<file path="config.mk">
export PLATFORM = sky130hd
export DESIGN_NAME = mem_arbiter
export DESIGN_NICKNAME = d
export VERILOG_FILES = /design/src/rtl/mem_arbiter_pkg.sv /design/src/rtl/arb_req_slot.sv /design/src/rtl/mem_arbiter.sv
export SDC_FILE = /design/constraint.sdc
export NUM_CORES = 1
export LEC_CHECK = 0
export CORE_MARGIN = 5
export CORE_UTILIZATION = 49
export DETAILED_ROUTE_END_ITERATION = 8
export GPL_TIMING_DRIVEN = 0
export PLACE_DENSITY = 0.95
export SYNTH_ARGS = -nofsm -noshare
export SYNTH_HDL_FRONTEND = slang
export SYNTH_SLANG_ARGS = --single-unit
</file>
<file path="constraint.sdc">
create_clock -name clock -period 11.65 [get_ports clock]
set_clock_uncertainty 0.15 [all_clocks]
set_input_delay 2.9125 -clock clock [delete_from_list [all_inputs] [get_ports clock]]
set_output_delay 2.9125 -clock clock [all_outputs]
set_load 0.03 [all_outputs]
</file>
<file path="src/rtl/mem_arbiter_pkg.sv">
`default_nettype none
// ============================================================================
// Module   : mem_arbiter_pkg
// Purpose  : Shared types and constants for the IFU/LSU memory arbiter.
//            Optional timeout feature macro: MEM_ARBITER_TIMEOUT_EN.
// Revision : 1.0 - initial release
// ============================================================================
package mem_arbiter_pkg;

  // Arbiter sequencing: idle (may issue) or waiting on the memory response
  typedef enum logic [0:0] {
    ARB_IDLE = 1'b0,
    ARB_WAIT = 1'b1
  } arb_state_t;

  // Which requester owns the outstanding memory transaction
  typedef enum logic [0:0] {
    OWN_IFU = 1'b0,
    OWN_LSU = 1'b1
  } arb_owner_t;

  // Read data returned to the owner when the memory never answers
  localparam logic [31:0] ARB_TIMEOUT_DATA = 32'hDEADBEEF;

endpackage
`default_nettype wire

</file>
<file path="src/rtl/arb_req_slot.sv">
`default_nettype none
// ============================================================================
// Module   : arb_req_slot
// Purpose  : Captures a one-cycle request pulse into a holding slot and keeps
//            it pending until the arbiter issues it (clear). A new pulse while
//            the slot is still pending is dropped.
// Revision : 1.0 - initial release
// ============================================================================
module arb_req_slot
  import mem_arbiter_pkg::*;
#(
  parameter int ADDR_W = 32,
  parameter int DATA_W = 32
) (
  input  logic                clock,
  input  logic                reset,
  input  logic                req_valid,
  input  logic [ADDR_W-1:0]   req_addr,
  input  logic                req_wen,
  input  logic [DATA_W-1:0]   req_wdata,
  input  logic [DATA_W/8-1:0] req_wmask,
  input  logic                clear,
  output logic                pend,
  output logic [ADDR_W-1:0]   addr,
  output logic                wen,
  output logic [DATA_W-1:0]   wdata,
  output logic [DATA_W/8-1:0] wmask
);

  // Capture the request fields on a pulse; pending drops when the slot is issued
  always_ff @(posedge clock or posedge reset) begin
    if (reset) begin
      pend  <= 1'b0;
      addr  <= '0;
      wen   <= 1'b0;
      wdata <= '0;
      wmask <= '0;
    end else begin
      if (clear) begin
        pend <= 1'b0;
      end
      // A pulse into an occupied slot is a protocol violation and is ignored
      if (req_valid && !pend) begin
        pend  <= 1'b1;
        addr  <= req_addr;
        wen   <= req_wen;
        wdata <= req_wdata;
        wmask <= req_wmask;
      end
    end
  end

  // Requesters must not pulse again until their previous request has issued
  a_no_double_request : assert property (
    @(posedge clock) disable iff (reset) !(req_valid && pend)
  );

endmodule
`default_nettype wire

</file>
<file path="src/rtl/mem_arbiter.sv">
`default_nettype none
// ============================================================================
// Module   : mem_arbiter
// Purpose  : Shares one memory port between the IFU (read-only) and the LSU
//            (read/write). Requests are held in per-requester slots, issued
//            one at a time with fixed LSU > IFU priority, and each response is
//            routed back to the requester that owns the transaction.
//            Optional macro MEM_ARBITER_TIMEOUT_EN adds a response timeout
//            with a timeout_err pulse.
// Revision : 1.0 - initial release
// ============================================================================
module mem_arbiter
  import mem_arbiter_pkg::*;
#(
  parameter int ADDR_W         = 32,
  parameter int DATA_W         = 32,
  parameter int TIMEOUT_CYCLES = 255
) (
  input  logic                clock,
  input  logic                reset,
  // IFU side
  input  logic                ifu_reqValid,
  input  logic [ADDR_W-1:0]   ifu_addr,
  output logic                ifu_respValid,
  output logic [DATA_W-1:0]   ifu_rdata,
  // LSU side
  input  logic                lsu_reqValid,
  input  logic [ADDR_W-1:0]   lsu_addr,
  input  logic                lsu_wen,
  input  logic [DATA_W-1:0]   lsu_wdata,
  input  logic [DATA_W/8-1:0] lsu_wmask,
  output logic                lsu_respValid,
  output logic [DATA_W-1:0]   lsu_rdata,
  // Memory side
  output logic                mem_reqValid,
  output logic [ADDR_W-1:0]   mem_addr,
  output logic                mem_wen,
  output logic [DATA_W-1:0]   mem_wdata,
  output logic [DATA_W/8-1:0] mem_wmask,
  input  logic                mem_respValid,
  input  logic [DATA_W-1:0]   mem_rdata,
  output logic                busy
`ifdef MEM_ARBITER_TIMEOUT_EN
  ,
  output logic                timeout_err
`endif
);

  arb_state_t          state;
  arb_owner_t          owner;
  logic                cur_wen;

  logic                ifu_pend;
  logic [ADDR_W-1:0]   ifu_slot_addr;
  logic                ifu_slot_wen;
  logic [DATA_W-1:0]   ifu_slot_wdata;
  logic [DATA_W/8-1:0] ifu_slot_wmask;
  logic                lsu_pend;
  logic [ADDR_W-1:0]   lsu_slot_addr;
  logic                lsu_slot_wen;
  logic [DATA_W-1:0]   lsu_slot_wdata;
  logic [DATA_W/8-1:0] lsu_slot_wmask;

  logic                issue;
  logic                pick_lsu;
  logic                ifu_clear;
  logic                lsu_clear;
  logic                resp_fire;
  logic [DATA_W-1:0]   resp_data;
  logic                resp_timeout;

  // IFU never writes: its write fields are tied off at the slot input
  arb_req_slot #(.ADDR_W(ADDR_W), .DATA_W(DATA_W)) u_ifu_slot (
    .clock     (clock),
    .reset     (reset),
    .req_valid (ifu_reqValid),
    .req_addr  (ifu_addr),
    .req_wen   (1'b0),
    .req_wdata ({DATA_W{1'b0}}),
    .req_wmask ({(DATA_W/8){1'b0}}),
    .clear     (ifu_clear),
    .pend      (ifu_pend),
    .addr      (ifu_slot_addr),
    .wen       (ifu_slot_wen),
    .wdata     (ifu_slot_wdata),
    .wmask     (ifu_slot_wmask)
  );

  arb_req_slot #(.ADDR_W(ADDR_W), .DATA_W(DATA_W)) u_lsu_slot (
    .clock     (clock),
    .reset     (reset),
    .req_valid (lsu_reqValid),
    .req_addr  (lsu_addr),
    .req_wen   (lsu_wen),
    .req_wdata (lsu_wdata),
    .req_wmask (lsu_wmask),
    .clear     (lsu_clear),
    .pend      (lsu_pend),
    .addr      (lsu_slot_addr),
    .wen       (lsu_slot_wen),
    .wdata     (lsu_slot_wdata),
    .wmask     (lsu_slot_wmask)
  );

  // Issue decision: fixed LSU-over-IFU priority, memory request driven straight from the slot
  always_comb begin
    issue     = (state == ARB_IDLE) && (ifu_pend || lsu_pend);
    pick_lsu  = lsu_pend;
    lsu_clear = issue && pick_lsu;
    ifu_clear = issue && !pick_lsu;

    mem_reqValid = issue;
    mem_addr     = '0;
    mem_wen      = 1'b0;
    mem_wdata    = '0;
    mem_wmask    = '0;
    if (lsu_clear) begin
      mem_addr  = lsu_slot_addr;
      mem_wen   = lsu_slot_wen;
      mem_wdata = lsu_slot_wdata;
      mem_wmask = lsu_slot_wmask;
    end else if (ifu_clear) begin
      mem_addr  = ifu_slot_addr;
      mem_wen   = ifu_slot_wen;
      mem_wdata = ifu_slot_wdata;
      mem_wmask = ifu_slot_wmask;
    end

    busy = (state == ARB_WAIT) || ifu_pend || lsu_pend;
  end

`ifdef MEM_ARBITER_TIMEOUT_EN
  // Counter is 0 on the first WAIT cycle; firing at TIMEOUT_CYCLES-2 puts the
  // owner's response pulse exactly TIMEOUT_CYCLES cycles after the issue cycle.
  localparam int CNT_W = (TIMEOUT_CYCLES > 2) ? $clog2(TIMEOUT_CYCLES) : 1;
  localparam logic [CNT_W-1:0] CNT_LAST = CNT_W'(TIMEOUT_CYCLES - 2);

  logic [CNT_W-1:0] wait_cnt;
`else
  logic unused_timeout_cfg;
  assign unused_timeout_cfg = (TIMEOUT_CYCLES != 0);
`endif

  // Completion of the outstanding transaction: real response or timeout
  always_comb begin
    resp_fire    = (state == ARB_WAIT) && mem_respValid;
    resp_data    = cur_wen ? '0 : mem_rdata;
    resp_timeout = 1'b0;
`ifdef MEM_ARBITER_TIMEOUT_EN
    if ((state == ARB_WAIT) && !mem_respValid && (wait_cnt == CNT_LAST)) begin
      resp_fire    = 1'b1;
      resp_data    = DATA_W'(ARB_TIMEOUT_DATA);
      resp_timeout = 1'b1;
    end
`endif
  end

  // Arbiter FSM with registered response pulses and read data to each requester
  always_ff @(posedge clock or posedge reset) begin
    if (reset) begin
      state         <= ARB_IDLE;
      owner         <= OWN_IFU;
      cur_wen       <= 1'b0;
      ifu_respValid <= 1'b0;
      lsu_respValid <= 1'b0;
      ifu_rdata     <= '0;
      lsu_rdata     <= '0;
`ifdef MEM_ARBITER_TIMEOUT_EN
      wait_cnt      <= '0;
      timeout_err   <= 1'b0;
`endif
    end else begin
      ifu_respValid <= 1'b0;
      lsu_respValid <= 1'b0;
`ifdef MEM_ARBITER_TIMEOUT_EN
      timeout_err   <= 1'b0;
`endif
      case (state)
        ARB_IDLE: begin
          // Responses arriving here are stale and deliberately ignored
          if (issue) begin
            owner   <= pick_lsu ? OWN_LSU : OWN_IFU;
            cur_wen <= pick_lsu ? lsu_slot_wen : 1'b0;
            state   <= ARB_WAIT;
`ifdef MEM_ARBITER_TIMEOUT_EN
            wait_cnt <= '0;
`endif
          end
        end
        ARB_WAIT: begin
          if (resp_fire) begin
            if (owner == OWN_LSU) begin
              lsu_respValid <= 1'b1;
              lsu_rdata     <= resp_data;
            end else begin
              ifu_respValid <= 1'b1;
              ifu_rdata     <= resp_data;
            end
            state <= ARB_IDLE;
          end
`ifdef MEM_ARBITER_TIMEOUT_EN
          timeout_err <= resp_timeout;
          if (!resp_fire) begin
            wait_cnt <= wait_cnt + 1'b1;
          end
`endif
        end
        default: state <= ARB_IDLE;
      endcase
    end
  end

`ifndef MEM_ARBITER_TIMEOUT_EN
  logic unused_resp_timeout;
  assign unused_resp_timeout = resp_timeout;
`endif

endmodule
`default_nettype wire

</file>
[Word level (Yosys, flattened, before mapping)]
Index checks and enable logic that the tools add are counted.
Cells by class
  bitwise gates (word level): 2
  multiplexer cells: 21
  reductions and logical operators: 16
Operators with widths (count)
  two-way mux 32 bit: 4
  two-way mux 1 bit: 15
  logical AND 1 bit: 6
  AND reduction 3 bit: 2
  two-way mux 4 bit: 1
  nonzero test 2 bit: 2
  logical OR 1 bit: 3
  zero test 1 bit: 2
  inverter 1 bit: 2
  one-hot mux 1 bit (2 select lines): 1
  AND reduction 2 bit: 1
Storage, ports and cells
  output and inout port bits: 137
  word-level logic and storage cells: 53
  register bits: 172
  input bits: 138

[Depth between registers and ports, before layout]
Gate-level depths: netlist (run 1).
  word-level depth: 5
  depth in mapped cells: 5
  gate-level depth less buffers: 2

[By module]
Synthesis (run 1) repeated with hierarchy kept, for this count alone.
Unflattened totals
  cells, all modules: 729
  area, all modules: 9564.2 um^2
By module, submodules not included
  arb_req_slot: area each 2656.3 um^2, seq. area each 1751.7 um^2, cells each 151, times used 2
  mem_arbiter: area each 4251.6 um^2, seq. area each 1726.7 um^2, cells each 427, times used 1

[Worst setup path after synthesis (run 1)]
Ideal clock, no wire load.
  kind: reg-to-output
  from: register u_ifu_slot.pend
  to: output mem_addr[11]
  stages on the path, launching flop included: 5
  required time: 8.588 ns
  path buffers: 2
  setup slack: 7.259 ns
  data arrival time: 1.328 ns
  cells stage by stage: dfrtp_1 buf_4 clkbuf_1 nand3b_1 a21oi_1
Between the ends
  word-level cells in the longest chain between the ends: 5
  elaborated cells between the ends (all ways): 6
  those cells by class: mux: 2; reduce/logical: 4
Ends and longest elaborated chain
  start, declared: line arb_req_slot.sv:23  | output logic pend,
  start signal, assigned: line arb_req_slot.sv:33  | pend <= 1'b0;
  start signal, assigned: line arb_req_slot.sv:40  | pend <= 1'b0;
  start signal, assigned: line arb_req_slot.sv:44  | pend <= 1'b1;
  logical OR 1 bit (*): line mem_arbiter.sv:107  | issue = (state == ARB_IDLE) && (ifu_pend || lsu_pend);
  logical AND 1 bit (*): line mem_arbiter.sv:107
  logical AND 1 bit: line mem_arbiter.sv:110  | ifu_clear = issue && !pick_lsu;
  two-way mux 32 bit: line mem_arbiter.sv:122  | end else if (ifu_clear) begin
  two-way mux 32 bit (*): line mem_arbiter.sv:117  | if (lsu_clear) begin
  end, declared: line mem_arbiter.sv:36  | output logic [ADDR_W-1:0] mem_addr,
Mark *: on every way between the ends. The rest lies on a longest branch, timed or not.

[Worst setup path after layout (run 1)]
  from: register u_lsu_slot.pend
  to: output mem_addr[14]
Between the ends
  word-level cells in the longest chain between the ends: 5
  elaborated cells between the ends (all ways): 7
  those cells by class: mux: 2; reduce/logical: 5
Ends and longest elaborated chain (line)
  start, declared: arb_req_slot.sv:23
  start signal, assigned: arb_req_slot.sv:33
  start signal, assigned: arb_req_slot.sv:40
  start signal, assigned: arb_req_slot.sv:44
  logical OR 1 bit: mem_arbiter.sv:107
  logical AND 1 bit: mem_arbiter.sv:107
  logical AND 1 bit: mem_arbiter.sv:110
  two-way mux 32 bit: mem_arbiter.sv:122
  two-way mux 32 bit (*): mem_arbiter.sv:117
Marked as above.

==> results of run 1 <==
cell usage after synthesis:
| cell | count |
|---|---|
| buf_2 | 11 |
| buf_6 | 20 |
| a21boi_0 | 1 |
| and3b_1 | 1 |
| mux2_2 | 54 |
| a22o_1 | 1 |
| and3_1 | 1 |
| a21o_1 | 2 |
| a21oi_1 | 32 |
| mux2_4 | 107 |
| dfrtp_1 | 172 |
| nor2b_2 | 1 |
| clkbuf_1 | 10 |
| o21ai_0 | 1 |
| or3_1 | 1 |
| and2_1 | 37 |
| inv_1 | 2 |
| mux2_1 | 4 |
| nand2b_1 | 2 |
| nand2_1 | 32 |
| and2b_1 | 1 |
| nor2b_1 | 33 |
| buf_4 | 1 |
| o21bai_1 | 1 |
| nand3b_1 | 32 |
power by group through the flow:
stage / combinational [mW] / clock (mW) / sequential (mW)
final: 1.73 / 0.574 / 1.08
after global routing: 1.83 / 0.606 / 1.11
after CTS: 1.75 / 0.582 / 1.08
after detailed placement: 1.74 / 0 / 1.08
after global placement: 1.69 / 0 / 1.06
after floorplan: 0.930 / 0 / 1.24
sequential cells by signal, summed over array words and instances, names as in the netlist:
signal	cells
cur_wen	1
u_lsu_slot.wen	1
u_ifu_slot.pend	1
u_lsu_slot.wmask	4
lsu_rdata	32
ifu_rdata	32
u_lsu_slot.addr	32
u_ifu_slot.addr	32
lsu_respValid	1
state	1
ifu_respValid	1
owner	1
u_lsu_slot.pend	1
u_lsu_slot.wdata	32
per-layer routing:
| layer | vias to the layer above | global-route usage | routed length (um) |
|---|---|---|---|
| met1 | 2709 | 0.269 | 8480 |
| met2 | 228 | 0.397 | 10700 |
| li1 | 2499 | - | - |
| met4 | 0 | 0.101 | 774 |
| met5 | - | 0 | 0 |
| met3 | 49 | 0.0720 | 1790 |
worst min path at each step:
stage                                      end  depth (start not counted)
after global placement           lsu_rdata[28]                          1
after CTS                                owner                          1
final                                    owner                          1
after detailed placement         lsu_rdata[25]                          1
after floorplan                          owner                          1
after global routing      u_lsu_slot.wdata[13]                          1
cells by family after synthesis:
kind of cell,count (synthesis),synth area share
and+or+nand+nor,141,0.107
buffers and inverters,44,0.0419
AOI/OAI and AO/OA,38,0.0257
DFF,172,0.541
muxes,165,0.284
stage by stage:
stage | power [mW] | utilization
CTS | 3.41 | 0.730
detailed placement | 2.82 | 0.692
floorplan | 2.17 | -
finish | 3.39 | 0.730
global route | 3.55 | 0.730
global placement | 2.76 | 0.690
placed cells by master (no fill, tap or decap):
cell             synthesis  routed
buf_6                   20      20
mux2_2                  54      54
inv_8                    0       3
clkdlybuf4s50_1          0     274
nor2b_1                 33      33
nand3b_1                32      32
dfrtp_1                172     172
or3_1                    1       1
a21boi_0                 1       1
clkbuf_1                10      10
and2_1                  37      37
o21bai_1                 1       1
nor2b_2                  1       1
bufinv_16                0       2
clkinv_2                 0       2
inv_1                    2       1
buf_16                   0       1
buf_2                   11      11
o21ai_0                  1       1
a21oi_1                 32      32
nand2b_1                 2       2
buf_4                    1       1
clkinvlp_4               0       3
clkinv_4                 0       2
clkbuf_8                 0       1
clkbuf_16                0      17
and2b_1                  1       1
nand2_1                 32      32
a22o_1                   1       1
and3_1                   1       1
mux2_4                 107     107
and3b_1                  1       1
mux2_1                   4       4
inv_6                    0       3
a21o_1                   2       2
critical path, cell delays in order (launching register included):
cell	delay (ps)
dfrtp_1	510
buf_2	280
buf_2	250
nand2_1	80
a21oi_1	200
clkdlybuf4s50_1	710
layout make-up:
| type | instances | area, sq um | share of cell area |
|---|---|---|---|
| Sequential cell | 172 | 4300 | 0.371 |
| Multi-Input combinational cell | 344 | 3310 | 0.286 |
| Timing Repair Buffer | 275 | 2770 | 0.239 |
| Clock buffer | 18 | 439 | 0.0379 |
| Buffer | 42 | 325 | 0.0281 |
| Tap cell | 216 | 270 | 0.0233 |
| Clock inverter | 14 | 159 | 0.0137 |
| Inverter | 2 | 15.0 | 0.00129 |
==> impl_metrics.ini, run 1 <==
[clock_tree]
clk_latency_ps = 420
cts_buffers = 17
cts_setup_buffers = 0
root_buffer = clkbuf_16
h-tree-depth = 4
clockBufferDepth = 2
cts_tree = built
hold_buffers = 0
clkTransAtPathRegs_ps = 70
cts.sinks = 172
post_cts_resized = 0

[grt]
gr-usage-all-layers = 0.232
grt_pass1_vias = 6032
grt-ovfl-total = 0
antenna_found_initial = 0
grt_max_degree = 92
grt_pass1_wl_um = 33500

[setup_path]
rr_endpoint = u_lsu_slot.wmask[0]
cp.arrival_ps = 2460
startpoint = u_lsu_slot.pend
startpoint_type = flip-flop
r2r_cells = 4
crit_path_max_fanout = 10
setup.worst_path.end_class = output pin
path_class = reg2out
rr_startpoint = u_lsu_slot.pend
required_ps = 8590
endpoint = mem_addr[14]
reg2reg_slack_ps = 10010

[floorplan]
rows = 46
core-area_sq_um = 15900
ios = 275
die-area_sq_um = 18900
die_h_um = 137
initial_core_util = 0.500
die_w_um = 137

[cells_and_area]
final-instance-count-excl-fill = 1083
fin_area_sq_um = 11600
area_growth_syn_to_layout_pct = 45.9
layout-drive-gt1-share = 0.263
n_fill_cell = 1029
num_antenna_cells = 0
fin_nets = 992

[yosys]
ys_ff_latch = 172
synth_warnings = 0
synth_nets = 698
syn_area_sq_um = 7950
syn_avg_cell_area_sq_um = 14.2
synth.top_cell.area_share = 0.541
ys_seq_area_frac = 0.541
synth_cell_types = 25
ys_top_cells_by_area = dfrtp_1 (54%), mux2_4 (20%), mux2_2 (7.6%)
synth_cells = 560
yosys.area.top_type = dfrtp_1

[power_and_ir_drop]
power.internal_mw = 2.10
p_clk_frac = 0.170
p_seq_frac = 0.318
ir_drop_uv = 155
switching_power_mw = 1.29
p_per_area_nw_per_um2 = 292
combPwrFrac = 0.512
switching_share = 0.380
p_leak_nw = 5.02

[sta]
setup_ws_ps = 6130
tightest_slew_ps = 574
final_max_slew_viol_count = 0
whs_ps = 339
fmax_ghz = 0.181
period_needed_ps = 5520
hold_viol = 0
finalSetupViolCount = 0
post-route-period-util = 0.474
maxSlewHeadroom = 0.618
grt_setup_unrepaired = no
finalSetupTns_ps = 0

[detailed_routing]
viasPerCell = 5.06
drcViolationCount = 0
vias = 5485
first_pass_iters = 4
drt_wl_total_um = 21800
first_iter_violations = 229
ant_nets = 0
wl_per_cell_um = 20.1

[outcome]
status = finished clean

[place]
place_ws_ps = 6570
gp_congestion = 0.877
post_dp_cell_area_sq_um = 11000
io_buffers = 274
dpl.hpwl_um = 16200
dp.cells = 1051

[hold_path]
hold_path.startpoint = owner
hold_class = reg2reg

[run]
drv_cap = 0
(Power assumes the default switching activity.)
==> run 2, diff against run 1 <==
--- a/config.mk
+++ b/config.mk
@@ -6,10 +6,10 @@
 export NUM_CORES = 1
 export LEC_CHECK = 0
 export CORE_MARGIN = 5
-export CORE_UTILIZATION = 49
+export CORE_UTILIZATION = 46
 export DETAILED_ROUTE_END_ITERATION = 8
 export GPL_TIMING_DRIVEN = 0
-export PLACE_DENSITY = 0.95
+export PLACE_DENSITY = 0.9
 export SYNTH_ARGS = -nofsm -noshare
 export SYNTH_HDL_FRONTEND = slang
 export SYNTH_SLANG_ARGS = --single-unit
==> constraint.sdc (replaced) <==
create_clock -name clock -period 5.4 [get_ports clock]
set_clock_uncertainty 0.15 [all_clocks]
set_input_delay 1.35 -clock clock [delete_from_list [all_inputs] [get_ports clock]]
set_output_delay 1.35 -clock clock [all_outputs]
set_load 0.03 [all_outputs]
==> impl_metrics.ini, run 2 (same netlist as run 1, synthesis figures left out) <==
[grt]
gr-usage-all-layers = 0.213
antenna_found_initial = 0
grt-ovfl-total = 0
grt_pass1_wl_um = 33300
grt_pass1_vias = 5895
grt_max_degree = 43

[clock_tree]
cts_buffers = 17
clk_latency_ps = 410
cts_tree = built
cts_setup_buffers = 0
clkTransAtPathRegs_ps = 70
clockBufferDepth = 2
cts.sinks = 172
hold_buffers = 0
post_cts_resized = 0
h-tree-depth = 4
root_buffer = clkbuf_16

[sta]
whs_ps = 337
post-route-period-util = 0.734
final_max_slew_viol_count = 0
finalSetupTns_ps = 0
period_needed_ps = 3960
hold_viol = 0
finalSetupViolCount = 0
maxSlewHeadroom = 0.375
fmax_ghz = 0.252
tightest_slew_ps = 935
grt_setup_unrepaired = no

[detailed_routing]
ant_nets = 0
first_iter_violations = 242
viasPerCell = 4.98
wl_per_cell_um = 19.4
drt_wl_total_um = 21300
first_pass_iters = 4
vias = 5451
drcViolationCount = 0

[cells_and_area]
area_growth_syn_to_layout_pct = 46.3
layout_commonest_cell = clkdlybuf4s50_1
fin_nets = 995
layout-drive-gt1-share = 0.264
multi_input_area_sq_um = 3310
num_antenna_cells = 0
n_fill_cell = 1233
register_area_sq_um = 4300
layout_common_cells = clkdlybuf4s50_1 (274), dfrtp_1 (172), mux2_4 (107)
final_util = 0.680

[power_and_ir_drop]
combPwrFrac = 0.515
p_seq_frac = 0.320
switching_power_mw = 2.75
switching_share = 0.380
power.internal_mw = 4.49
p_clk_frac = 0.165
finalPower_mw = 7.24
ir_drop_uv = 297
p_leak_nw = 5.02
p_per_area_nw_per_um2 = 622

[setup_path]
setup.worst_path.end_class = output pin
startpoint_type = flip-flop
cp.arrival_ps = 2460
path_class = reg2out
crit_path_max_fanout = 10
required_ps = 3900

[floorplan]
ios = 275
core-area_sq_um = 17100
die_w_um = 141
initial_core_util = 0.464
die_h_um = 141
rows = 48
die-area_sq_um = 20000

[hold_path]
hold_class = reg2reg

[outcome]
status = finished clean

[place]
dpl.hpwl_um = 16400
io_buffers = 274
gp_congestion = 0.840

[run]
drv_cap = 0
run 2: changes by cell type in the layout (fill, tap and decap cells not counted):
cell        before  now
buf_16           1    0
clkinvlp_4       3    4
bufinv_16        2    1
clkinv_2         2    1
clkinv_4         2    3
inv_8            3    2
clkbuf_1        10   11
buf_12           0    4
run 2: path summary, 6_finish.rpt:
check | from | to | slack, ps | depth (start not counted)
min reg2reg | lsu_rdata[28] | lsu_rdata[28] | 340 | 1
max | u_ifu_slot.pend | mem_addr[20] | 1440 | 5
min in group asynchronous | reset | u_lsu_slot.wdata[14] | 1320 | 2
min | lsu_rdata[28] | lsu_rdata[28] | 340 | 1
max reg2reg | u_lsu_slot.pend | u_lsu_slot.wdata[15] | 3770 | 4
max in group asynchronous | reset | u_lsu_slot.addr[3] | 2850 | 4
run 2: cell type report:
| class | instances | area share |
|---|---|---|
| well taps | 225 | 0.0242 |
| multi-input cells | 344 | 0.285 |
| plain buffers | 42 | 0.0280 |
| clock buffers | 19 | 0.0381 |
| flip-flops and latches | 172 | 0.370 |
| inverters | 2 | 0.000968 |
| repair buffers | 278 | 0.243 |
| clock inverters | 13 | 0.0114 |
run 2: worst max-delay path: stages (launching register included):
cell,delay (ps)
dfrtp_1,330
buf_4,180
clkbuf_1,430
nand3b_1,160
a21oi_1,230
clkdlybuf4s50_1,710
run 2: routing by layer:
layer | up-vias | routed length, um | global-route usage
met4 | 0 | 543 | 0.0727
met3 | 42 | 1580 | 0.0607
met5 | - | 0 | 0
li1 | 2499 | - | -
met2 | 218 | 10400 | 0.363
met1 | 2692 | 8770 | 0.261
run 2: stage by stage:
stage	cells	worst slack, ps	cell area (sq um)
6_report	1095	1440	11600
5_1_grt	1095	1320	11600
4_1_cts	1095	1460	11600
3_5_place_dp	1063	1940	11100
3_3_place_gp	1059	298	11000
2_1_floorplan	560	1700	7950
run 2: power groups by stage:
stage,combinational (mW),clock [mW],sequential (mW)
floorplan,2.01,0,2.67
global placement,3.66,0,2.29
finish,3.73,1.19,2.31
CTS,3.76,1.22,2.31
detailed placement,3.75,0,2.32
global route,3.93,1.28,2.40
